**src/rtl/vec_seq_ctrl_if.sv**
```systemverilog
// Vector stream interface for vec_seq_ctrl: stimulus, expected response and last flag
// handed over with a valid/ready handshake.
interface vec_seq_ctrl_if #(
    parameter int N_IN  = 3,
    parameter int N_OUT = 1
);
    logic             vec_valid;
    logic             vec_ready;
    logic [N_IN-1:0]  vec_in;
    logic [N_OUT-1:0] vec_exp;
    logic             vec_last;

    modport master (
        output vec_valid, vec_in, vec_exp, vec_last,
        input  vec_ready
    );

    modport slave (
        input  vec_valid, vec_in, vec_exp, vec_last,
        output vec_ready
    );
endinterface

```
**src/rtl/vec_seq_ctrl.sv**
```systemverilog
// Test-vector sequencer: applies vectors to a combinational netlist, waits SETTLE cycles,
// compares the response and counts vectors/mismatches. Optional: VSEQ_STOP_ON_MISMATCH_EN.
module vec_seq_ctrl #(
    parameter int N_IN   = 3,
    parameter int N_OUT  = 1,
    parameter int SETTLE = 4,
    parameter int CNT_W  = 8
) (
    input  logic              clk,
    input  logic              rst_n,
    input  logic              start_i,
    vec_seq_ctrl_if.slave     vec_if,
    output logic [N_IN-1:0]   dut_in_o,
    input  logic [N_OUT-1:0]  dut_out_i,
    output logic              busy_o,
    output logic              done_o,
    output logic              pass_o,
    output logic [CNT_W-1:0]  vec_cnt_o,
`ifdef VSEQ_STOP_ON_MISMATCH_EN
    output logic [CNT_W-1:0]  first_fail_idx_o,
`endif
    output logic [CNT_W-1:0]  err_cnt_o
);

    localparam int SETTLE_EFF = (SETTLE < 1) ? 1 : SETTLE;
    localparam int SCNT_W     = (SETTLE_EFF > 1) ? $clog2(SETTLE_EFF) : 1;

    typedef enum logic [2:0] {
        IDLE,
        LOAD,
        SETTLE_ST,
        CHECK,
        FIN
    } state_t;

    state_t             state_q;
    logic [SCNT_W-1:0]  settle_cnt_q;
    logic [N_OUT-1:0]   exp_q;
    logic               last_q;
    logic [N_IN-1:0]    dut_in_q;
    logic               vec_ready_q;
    logic               busy_q;
    logic               done_q;
    logic               pass_q;
    logic [CNT_W-1:0]   vec_cnt_q;
    logic [CNT_W-1:0]   err_cnt_q;
    logic [CNT_W-1:0]   vec_cnt_d;
    logic [CNT_W-1:0]   err_cnt_d;
    logic               mismatch;
`ifdef VSEQ_STOP_ON_MISMATCH_EN
    logic [CNT_W-1:0]   first_fail_idx_q;
`endif

    assign mismatch  = (dut_out_i != exp_q);
    assign vec_cnt_d = (&vec_cnt_q) ? vec_cnt_q : vec_cnt_q + 1'b1;
    assign err_cnt_d = (mismatch && !(&err_cnt_q)) ? err_cnt_q + 1'b1 : err_cnt_q;

    always_ff @(posedge clk or negedge rst_n) begin
        if (!rst_n) begin
            state_q          <= IDLE;
            settle_cnt_q     <= '0;
            exp_q            <= '0;
            last_q           <= 1'b0;
            dut_in_q         <= '0;
            vec_ready_q      <= 1'b0;
            busy_q           <= 1'b0;
            done_q           <= 1'b0;
            pass_q           <= 1'b0;
            vec_cnt_q        <= '0;
            err_cnt_q        <= '0;
`ifdef VSEQ_STOP_ON_MISMATCH_EN
            first_fail_idx_q <= '0;
`endif
        end else begin
            case (state_q)
                IDLE: begin
                    if (start_i) begin
                        vec_cnt_q        <= '0;
                        err_cnt_q        <= '0;
                        done_q           <= 1'b0;
                        pass_q           <= 1'b0;
                        busy_q           <= 1'b1;
                        vec_ready_q      <= 1'b1;
`ifdef VSEQ_STOP_ON_MISMATCH_EN
                        first_fail_idx_q <= '0;
`endif
                        state_q          <= LOAD;
                    end
                end
                LOAD: begin
                    if (vec_if.vec_valid && vec_ready_q) begin
                        dut_in_q     <= vec_if.vec_in;
                        exp_q        <= vec_if.vec_exp;
                        last_q       <= vec_if.vec_last;
                        settle_cnt_q <= SCNT_W'(SETTLE_EFF - 1);
                        vec_ready_q  <= 1'b0;
                        state_q      <= SETTLE_ST;
                    end
                end
                SETTLE_ST: begin
                    if (settle_cnt_q == '0) begin
                        state_q <= CHECK;
                    end else begin
                        settle_cnt_q <= settle_cnt_q - 1'b1;
                    end
                end
                CHECK: begin
                    vec_cnt_q <= vec_cnt_d;
                    err_cnt_q <= err_cnt_d;
`ifdef VSEQ_STOP_ON_MISMATCH_EN
                    // Only the first mismatch reaches here: the run ends immediately after it.
                    if (mismatch) begin
                        first_fail_idx_q <= vec_cnt_q;
                        state_q          <= FIN;
                    end else if (last_q) begin
                        state_q <= FIN;
                    end else begin
                        vec_ready_q <= 1'b1;
                        state_q     <= LOAD;
                    end
`else
                    if (last_q) begin
                        state_q <= FIN;
                    end else begin
                        vec_ready_q <= 1'b1;
                        state_q     <= LOAD;
                    end
`endif
                end
                FIN: begin
                    done_q  <= 1'b1;
                    pass_q  <= (err_cnt_q == '0);
                    busy_q  <= 1'b0;
                    state_q <= IDLE;
                end
                default: state_q <= IDLE;
            endcase
        end
    end

    assign vec_if.vec_ready = vec_ready_q;
    assign dut_in_o         = dut_in_q;
    assign busy_o           = busy_q;
    assign done_o           = done_q;
    assign pass_o           = pass_q;
    assign vec_cnt_o        = vec_cnt_q;
    assign err_cnt_o        = err_cnt_q;
`ifdef VSEQ_STOP_ON_MISMATCH_EN
    assign first_fail_idx_o = first_fail_idx_q;
`endif

endmodule

```
**src/flat_wrapper.sv**
```systemverilog
// flat-port wrapper written by rule: the top's interface ports become plain ports
module vec_seq_ctrl_flat 
#(
    parameter int N_IN   = 3,
    parameter int N_OUT  = 1,
    parameter int SETTLE = 4,
    parameter int CNT_W  = 8
)
  (clk, rst_n, start_i, dut_in_o, dut_out_i, busy_o, done_o, pass_o, vec_cnt_o, err_cnt_o, vec_if_vec_valid, vec_if_vec_in, vec_if_vec_exp, vec_if_vec_last, vec_if_vec_ready);
  vec_seq_ctrl_if #(.N_IN(N_IN), .N_OUT(N_OUT)) vec_if_i ();
  input  logic clk;
  input  logic rst_n;
  input  logic start_i;
  output logic [N_IN-1:0] dut_in_o;
  input  logic [N_OUT-1:0] dut_out_i;
  output logic busy_o;
  output logic done_o;
  output logic pass_o;
  output logic [CNT_W-1:0] vec_cnt_o;
  output logic [CNT_W-1:0] err_cnt_o;
  input wire logic [$bits(vec_if_i.vec_valid)-1:0] vec_if_vec_valid;
  input wire logic [$bits(vec_if_i.vec_in)-1:0] vec_if_vec_in;
  input wire logic [$bits(vec_if_i.vec_exp)-1:0] vec_if_vec_exp;
  input wire logic [$bits(vec_if_i.vec_last)-1:0] vec_if_vec_last;
  output wire logic [$bits(vec_if_i.vec_ready)-1:0] vec_if_vec_ready;
  assign vec_if_i.vec_valid = vec_if_vec_valid;
  assign vec_if_i.vec_in = vec_if_vec_in;
  assign vec_if_i.vec_exp = vec_if_vec_exp;
  assign vec_if_i.vec_last = vec_if_vec_last;
  assign vec_if_vec_ready = vec_if_i.vec_ready;
  vec_seq_ctrl #(.N_IN(N_IN), .N_OUT(N_OUT), .SETTLE(SETTLE), .CNT_W(CNT_W)) u_core (.clk(clk), .rst_n(rst_n), .start_i(start_i), .vec_if(vec_if_i), .dut_in_o(dut_in_o), .dut_out_i(dut_out_i), .busy_o(busy_o), .done_o(done_o), .pass_o(pass_o), .vec_cnt_o(vec_cnt_o), .err_cnt_o(err_cnt_o));
endmodule
```
**config.mk**
```make
export PLATFORM = sky130hd
export DESIGN_NAME = vec_seq_ctrl_flat
export DESIGN_NICKNAME = d
export VERILOG_FILES = /design/src/rtl/vec_seq_ctrl_if.sv /design/src/rtl/vec_seq_ctrl.sv /design/src/flat_wrapper.sv
export SDC_FILE = /design/constraint.sdc
export NUM_CORES = 1
export LEC_CHECK = 0
export ABC_AREA = 1
export CAP_MARGIN = 25
export CELL_PAD_IN_SITES_DETAIL_PLACEMENT = 2
export CELL_PAD_IN_SITES_GLOBAL_PLACEMENT = 2
export CORE_MARGIN = 1.5
export CORE_UTILIZATION = 30
export DETAILED_ROUTE_END_ITERATION = 7
export GPL_TIMING_DRIVEN = 0
export PLACE_DENSITY_LB_ADDON = 0.1
export SYNTH_ARGS = -nofsm -noshare
export SYNTH_HDL_FRONTEND = slang
export SYNTH_SLANG_ARGS = --single-unit
```
**constraint.sdc**
```tcl
create_clock -name clk -period 1.9 [get_ports clk]
set_input_delay 0.38 -clock clk [delete_from_list [all_inputs] [get_ports clk]]
set_output_delay 0.38 -clock clk [all_outputs]
set_load 0.005 [all_outputs]
```
==> out/summary.log, run 1 <==
[critical_path] type of the worst setup path reg -> out
[drt] remaining design rule violation count 0
[floorplanning] core footprint 5610 um2
[logic_synthesis] Cell Area, Synth 1770 um2
[clock_tree] H-Tree Level Count 2
[sta] Max transition margin 51.8%
[sta] highest achievable clock rate 591 MHz
[clock_tree] clock transition at the register clock pins on the worst setup and hold paths after CTS 0.07 ns
[logic_synthesis] EDFF count, synth 0
[sta] Setup Viol. Count Final 0
[run_status] status completed
[worst_hold_path] class of the tightest hold or removal check in -> async
[logic_synthesis] Yosys cell types 33
[logic_synthesis] proportion of synthesized chip area in sequential cells 42.4%
[floorplanning] num ports 33
[sta] Worst Hold Slack 0.139 ns
[finish] non-filler instance count after layout 331
[critical_path] category of the worst setup path capture point primary output
[global_route] pin count of the biggest net entering global routing 31
[sta] Pins Over Slew Limit 0
[clock_tree] clock tree from TritonCTS built
[finish] number of inserted diodes 0
[critical_path] Reg2Reg Depth 9
[finish] most common cell after layout, fill and taps aside sky130_fd_sc_hd__nand2_1
[global_route] initial antenna violation count 0
[floorplanning] die footprint 6370 um2
[drt] Pre-Repair DR Iteration Count 3
[sta] share of the clock period used by the worst path 89.1%
[floorplanning] row cnt 27
[sta] time the final worst path needs with I/O delays and setup 1.69 ns
[critical_path] Worst Path Buf+Inv 1
[critical_path] cells traversed along the worst timing path clkdlybuf4s50_1
[global_route] vias in the first global route 1637
[critical_path] R2R Path End u_core.err_cnt_o[5]
[sta] final hold violations 0
[critical_path] Crit Path Max Fanout 7
[run] number of max-cap violations 0
[sta] Worst Clk Skew 0.00719 ns
[logic_synthesis] Synth Flop Type sky130_fd_sc_hd__dfrtp_1
[floorplanning] x dimension of the die 79.8 um
[sta] slew at the pin closest to its max-slew limit 0.723 ns
[drt] total number of vias 1538
[sta] unrepaired setup endpoints after global routing false
[logic_synthesis] Net Count, Synth 234
[power_and_ir_drop] post-layout power 0.00266 W
[logic_synthesis] leading post-synthesis cells by cell area sky130_fd_sc_hd__dfrtp_1, sky130_fd_sc_hd__nand2_1, sky130_fd_sc_hd__nand3_1
[power_and_ir_drop] leakage 1.05 nW
[clock_tree] post_cts resized 0
[sta] final setup TNS 0 ns
[critical_path] Reg2Reg Setup Slack 0.30 ns
[drt] Routed WL per cell 13.8 um
[global_route] remaining global-route overflow 0
[drt] number of nets with antenna violations after routing 0
[power_and_ir_drop] power per cell area 1180 nW/um2
[floorplanning] effective utilization at floorplan 31.5%
[logic_synthesis] proportion of netlist area held by the largest area contributor 42.4%
[clock_tree] total clock buffers created by CTS 5
[global_route] wire length of the first global-routing pass 7980 um
[placement] final weighted congestion in routability-driven placement 0.743
[critical_path] CP Data Arrival Time 1.31 ns
[critical_path] critical register-to-register path startpoint u_core.err_cnt_o[1]
[critical_path] end of the critical path err_cnt_o[2]
[critical_path] startpoint of the most critical setup path u_core.err_cnt_o[2]
[finish] area growth from synthesis to final layout 27.4%
[critical_path] maximum single-stage delay on the critical path 0.55 ns
[critical_path] kind of launch point of the worst setup path register
[clock_tree] # hold bufs at CTS 0
[placement] Cell Count Post-Placement 324
[logic_synthesis] yosys warns 0
[drt] average via count per standard cell 4.65
[clock_tree] TritonCTS sink count 30
[clock_tree] clock root buffer sky130_fd_sc_hd__clkbuf_8
[floorplanning] die height 79.8 um
[clock_tree] maximum number of buffers from clock root to sink 2
[finish] fraction of final layout cells with drive strength greater than 1 18.5%
[logic_synthesis] dominant cell type by area after synthesis sky130_fd_sc_hd__dfrtp_1
[drt] initial DRC count 22
[critical_path] slowest library cell on the worst path sky130_fd_sc_hd__clkdlybuf4s50_1
[critical_path] number of cells on the critical path 1
[logic_synthesis] count of mapped cells out of synthesis 220
[clock_tree] setup bufs post-CTS 0
[drt] Post-Route WL 4580 um
[power_and_ir_drop] peak supply drop 0.000641 V
[finish] final core utilization 40.2%
[logic_synthesis] asr flop ratio synth 100%
[logic_synthesis] Mapped Avg Cell Area 8.04 um2
[global_route] Overall Global Routing Usage 16.4%
[critical_path] Data required, critical path 1.52 ns
[placement] post-detail-place hpwl 3390 um
[logic_synthesis] #FFs+latches synth 30
[placement] quantity of I/O buffers inserted on ports 32
[clock_tree] later-pin clock latency in the skew report 0.29 ns
[critical_path] cell class contributing the biggest share of worst-path delay buffers and inverters
[finish] total number of nets in the final design 273
[finish] most frequent cells in the layout sky130_fd_sc_hd__nand2_1, sky130_fd_sc_hd__clkdlybuf4s50_1, sky130_fd_sc_hd__dfrtp_1
-- worst min path at each step --
stage                                     end
after floorplan                 u_core.busy_o
after global placement     u_core.dut_in_o[0]
after detailed placement   u_core.dut_in_o[0]
after CTS                 u_core.vec_cnt_o[3]
after global routing      u_core.vec_cnt_o[4]
final                     u_core.vec_cnt_o[4]
-- logic make-up (layout without fill, tap and decap cells) --
group	Yosys count	count (layout)	synth area share [%]
adder cells (fa/ha/maj)	4	4	2.83
AND/OR/NAND/NOR	138	138	38.2
AO/OA/AOI/OAI	20	20	8.13
buffers and inverters	27	66	7.92
XOR/XNOR	1	1	0.495
flip-flops	30	30	42.4
-- metal layers --
layer / share of wire (%) / up-vias / GRT usage [%]
li1: - / 769 / -
met1: 49 / 735 / 21.6
met2: 46 / 26 / 26.1
met3: 3.8 / 8 / 4.34
met4: 1.5 / 0 / 5.17
met5: 0 / - / 0
-- synthesized netlist by cell type (3+ instances only) --
| cell | number |
|---|---|
| sky130_fd_sc_hd__nand2_4 | 4 |
| sky130_fd_sc_hd__dfrtp_1 | 30 |
| sky130_fd_sc_hd__nand3_1 | 18 |
| sky130_fd_sc_hd__nor2_1 | 18 |
| sky130_fd_sc_hd__o21ai_1 | 3 |
| sky130_fd_sc_hd__nand3_2 | 3 |
| sky130_fd_sc_hd__nand2_2 | 13 |
| sky130_fd_sc_hd__inv_2 | 3 |
| sky130_fd_sc_hd__o21ai_0 | 4 |
| sky130_fd_sc_hd__inv_1 | 19 |
| sky130_fd_sc_hd__nand2_1 | 73 |
| sky130_fd_sc_hd__o21ai_2 | 4 |
| sky130_fd_sc_hd__ha_1 | 4 |
-- cell type report --
| class | count | area [um2] |
|---|---|---|
| Timing Repair Buffer | 32 | 315 |
| Tap cell | 72 | 90.1 |
| Multi-Input combinational cell | 163 | 878 |
| Sequential cell | 30 | 751 |
| Inverter | 23 | 91.3 |
| Buffer | 4 | 48.8 |
| Clock inverter | 2 | 10.0 |
| Clock buffer | 5 | 68.8 |
| Fill cell | 675 | 3350 |
-- power by group --
group / switching [W] / internal, W
registers: 0.000148 / 0.000811
clock network: 0.000257 / 0.000246
logic: 0.000668 / 0.000532
-- per-stage QoR --
stage | setup WS (ns) | cell area [um2]
floorplan | 0.565 | 1770
global placement | -0.271 | 2180
detailed placement | 0.108 | 2170
CTS | 0.183 | 2250
global route | 0.130 | 2250
finish | 0.207 | 2250
-- registers in the layout, summed over array words and instances (netlist names) --
| name | count |
|---|---|
| u_core.dut_in_o | 3 |
| u_core.pass_o | 1 |
| u_core.settle_cnt_q | 2 |
| u_core.done_o | 1 |
| u_core.vec_if.vec_ready | 1 |
| u_core.exp_q | 1 |
| u_core.err_cnt_o | 8 |
| u_core.last_q | 1 |
| u_core.state_q | 3 |
| u_core.busy_o | 1 |
| u_core.vec_cnt_o | 8 |
(Power assumes the default switching activity.)
==> run 2, diff against run 1 <==
Settings changed: CORE_UTILIZATION 30 to 32.
Clock period 1.9 ns to 2.2 ns, I/O delays scaled along.
==> out/summary.log, run 2 (same netlist as run 1, synthesis figures left out) <==
[sta] Pins Over Slew Limit 0
[global_route] pin count of the biggest net entering global routing 31
[floorplanning] die height 77.4 um
[global_route] wire length of the first global-routing pass 8030 um
[sta] highest achievable clock rate 570 MHz
[run_status] status completed
[sta] final setup TNS 0 ns
[floorplanning] num ports 33
[critical_path] category of the worst setup path capture point primary output
[drt] initial DRC count 38
[finish] total number of nets in the final design 273
[critical_path] Data required, critical path 1.76 ns
[global_route] initial antenna violation count 0
[clock_tree] setup bufs post-CTS 0
[floorplanning] x dimension of the die 77.4 um
[critical_path] Crit Path Max Fanout 7
[clock_tree] H-Tree Level Count 2
[drt] Pre-Repair DR Iteration Count 4
[critical_path] maximum single-stage delay on the critical path 0.56 ns
[global_route] vias in the first global route 1676
[clock_tree] total clock buffers created by CTS 5
[floorplanning] core footprint 5200 um2
[clock_tree] clock transition at the register clock pins on the worst setup and hold paths after CTS 0.07 ns
[finish] # fillers 607
[sta] time the final worst path needs with I/O delays and setup 1.76 ns
[drt] remaining design rule violation count 0
[global_route] Overall Global Routing Usage 17.0%
[sta] Setup Viol. Count Final 0
[sta] Max transition margin 51.4%
[global_route] remaining global-route overflow 0
[finish] non-filler instance count after layout 330
[power_and_ir_drop] power per cell area 1030 nW/um2
[power_and_ir_drop] leakage 1.05 nW
[clock_tree] later-pin clock latency in the skew report 0.29 ns
[critical_path] type of the worst setup path reg -> out
[clock_tree] post_cts resized 0
[finish] area growth from synthesis to final layout 27.9%
[clock_tree] clock tree from TritonCTS built
[worst_hold_path] class of the tightest hold or removal check in -> async
[placement] quantity of I/O buffers inserted on ports 32
[critical_path] cells traversed along the worst timing path clkdlybuf4s50_1
[finish] most frequent cells in the layout sky130_fd_sc_hd__nand2_1, sky130_fd_sc_hd__clkdlybuf4s50_1, sky130_fd_sc_hd__dfrtp_1
[placement] final weighted congestion in routability-driven placement 0.740
[finish] number of inserted diodes 0
[sta] final hold violations 0
[floorplanning] row cnt 26
[critical_path] Worst Path Buf+Inv 1
[critical_path] CP Data Arrival Time 1.32 ns
[clock_tree] clock root buffer sky130_fd_sc_hd__clkbuf_8
[finish] fraction of final layout cells with drive strength greater than 1 18.5%
[drt] Post-Route WL 4650 um
[drt] average via count per standard cell 4.74
[sta] unrepaired setup endpoints after global routing false
[placement] Cell Count Post-Placement 322
[finish] most common cell after layout, fill and taps aside sky130_fd_sc_hd__nand2_1
[sta] Worst Clk Skew 0.00965 ns
[floorplanning] die footprint 5980 um2
[clock_tree] maximum number of buffers from clock root to sink 2
[placement] post-detail-place hpwl 3550 um
[sta] slew at the pin closest to its max-slew limit 0.729 ns
[drt] Routed WL per cell 14.1 um
[drt] number of nets with antenna violations after routing 0
[drt] total number of vias 1564
[power_and_ir_drop] peak supply drop 0.000401 V
[critical_path] cell class contributing the biggest share of worst-path delay buffers and inverters
[clock_tree] # hold bufs at CTS 0
[clock_tree] TritonCTS sink count 30
[sta] share of the clock period used by the worst path 79.8%
[critical_path] slowest library cell on the worst path sky130_fd_sc_hd__clkdlybuf4s50_1
[run] number of max-cap violations 0
[power_and_ir_drop] post-layout power 0.00234 W
[floorplanning] effective utilization at floorplan 34.0%
[critical_path] kind of launch point of the worst setup path register
## run 2: through the flow
stage / cell area [um2] / hold slack (ns) / worst slack, ns / utilization [%]
after global routing: 2260 / 0.267 / 0.390 / 43.5
final: 2260 / 0.212 / 0.445 / 43.5
after CTS: 2260 / 0.232 / 0.418 / 43.5
after global placement: 2180 / 0.464 / -0.00362 / 41.8
after floorplan: 1770 / 0.144 / 0.865 / -
after detailed placement: 2170 / 0.475 / 0.358 / 41.7
## run 2: cell type report
cell class                 instances  area [um2]  area share [%]
sequential                        30         751            33.2
clock inverter                     1        5.00           0.221
clock buffer                       7        86.3            3.81
inverter                          23        91.3            4.04
buffer                             4        48.8            2.16
timing repair buffer              32         315            13.9
multi-input combinational        163         878            38.8
tap                               70        87.6            3.87
## run 2: metal layers
metal	wire, um	part of all wire (%)	GRT usage, %	vias to the layer above
met5	0	0	0	-
met3	199	4.3	4.71	6
met4	48	1.0	4.91	0
met1	2110	45	20.6	760
li1	-	-	-	769
met2	2290	49	29.3	29
## run 2: final timing paths
path | startpoint | cells past startpoint | slack, ns | end
min in group clk | u_core.dut_in_o[1] | 2 | 0.49 | u_core.dut_in_o[1]
setup / recovery | u_core.err_cnt_o[2] | 1 | 0.44 | err_cnt_o[2]
max in group asynchronous | rst_n | 1 | 1.52 | u_core.err_cnt_o[6]
hold reg to reg | u_core.dut_in_o[1] | 2 | 0.49 | u_core.dut_in_o[1]
hold / removal | rst_n | 1 | 0.21 | u_core.settle_cnt_q[1]
setup reg to reg | u_core.err_cnt_o[0] | 9 | 0.66 | u_core.err_cnt_o[7]
## run 2: power breakdown
part | internal (W) | total (W) | switching, W
sequential | 0.000700 | 0.000828 | 0.000127
clock | 0.000252 | 0.000465 | 0.000213
combinational | 0.000463 | 0.00105 | 0.000585
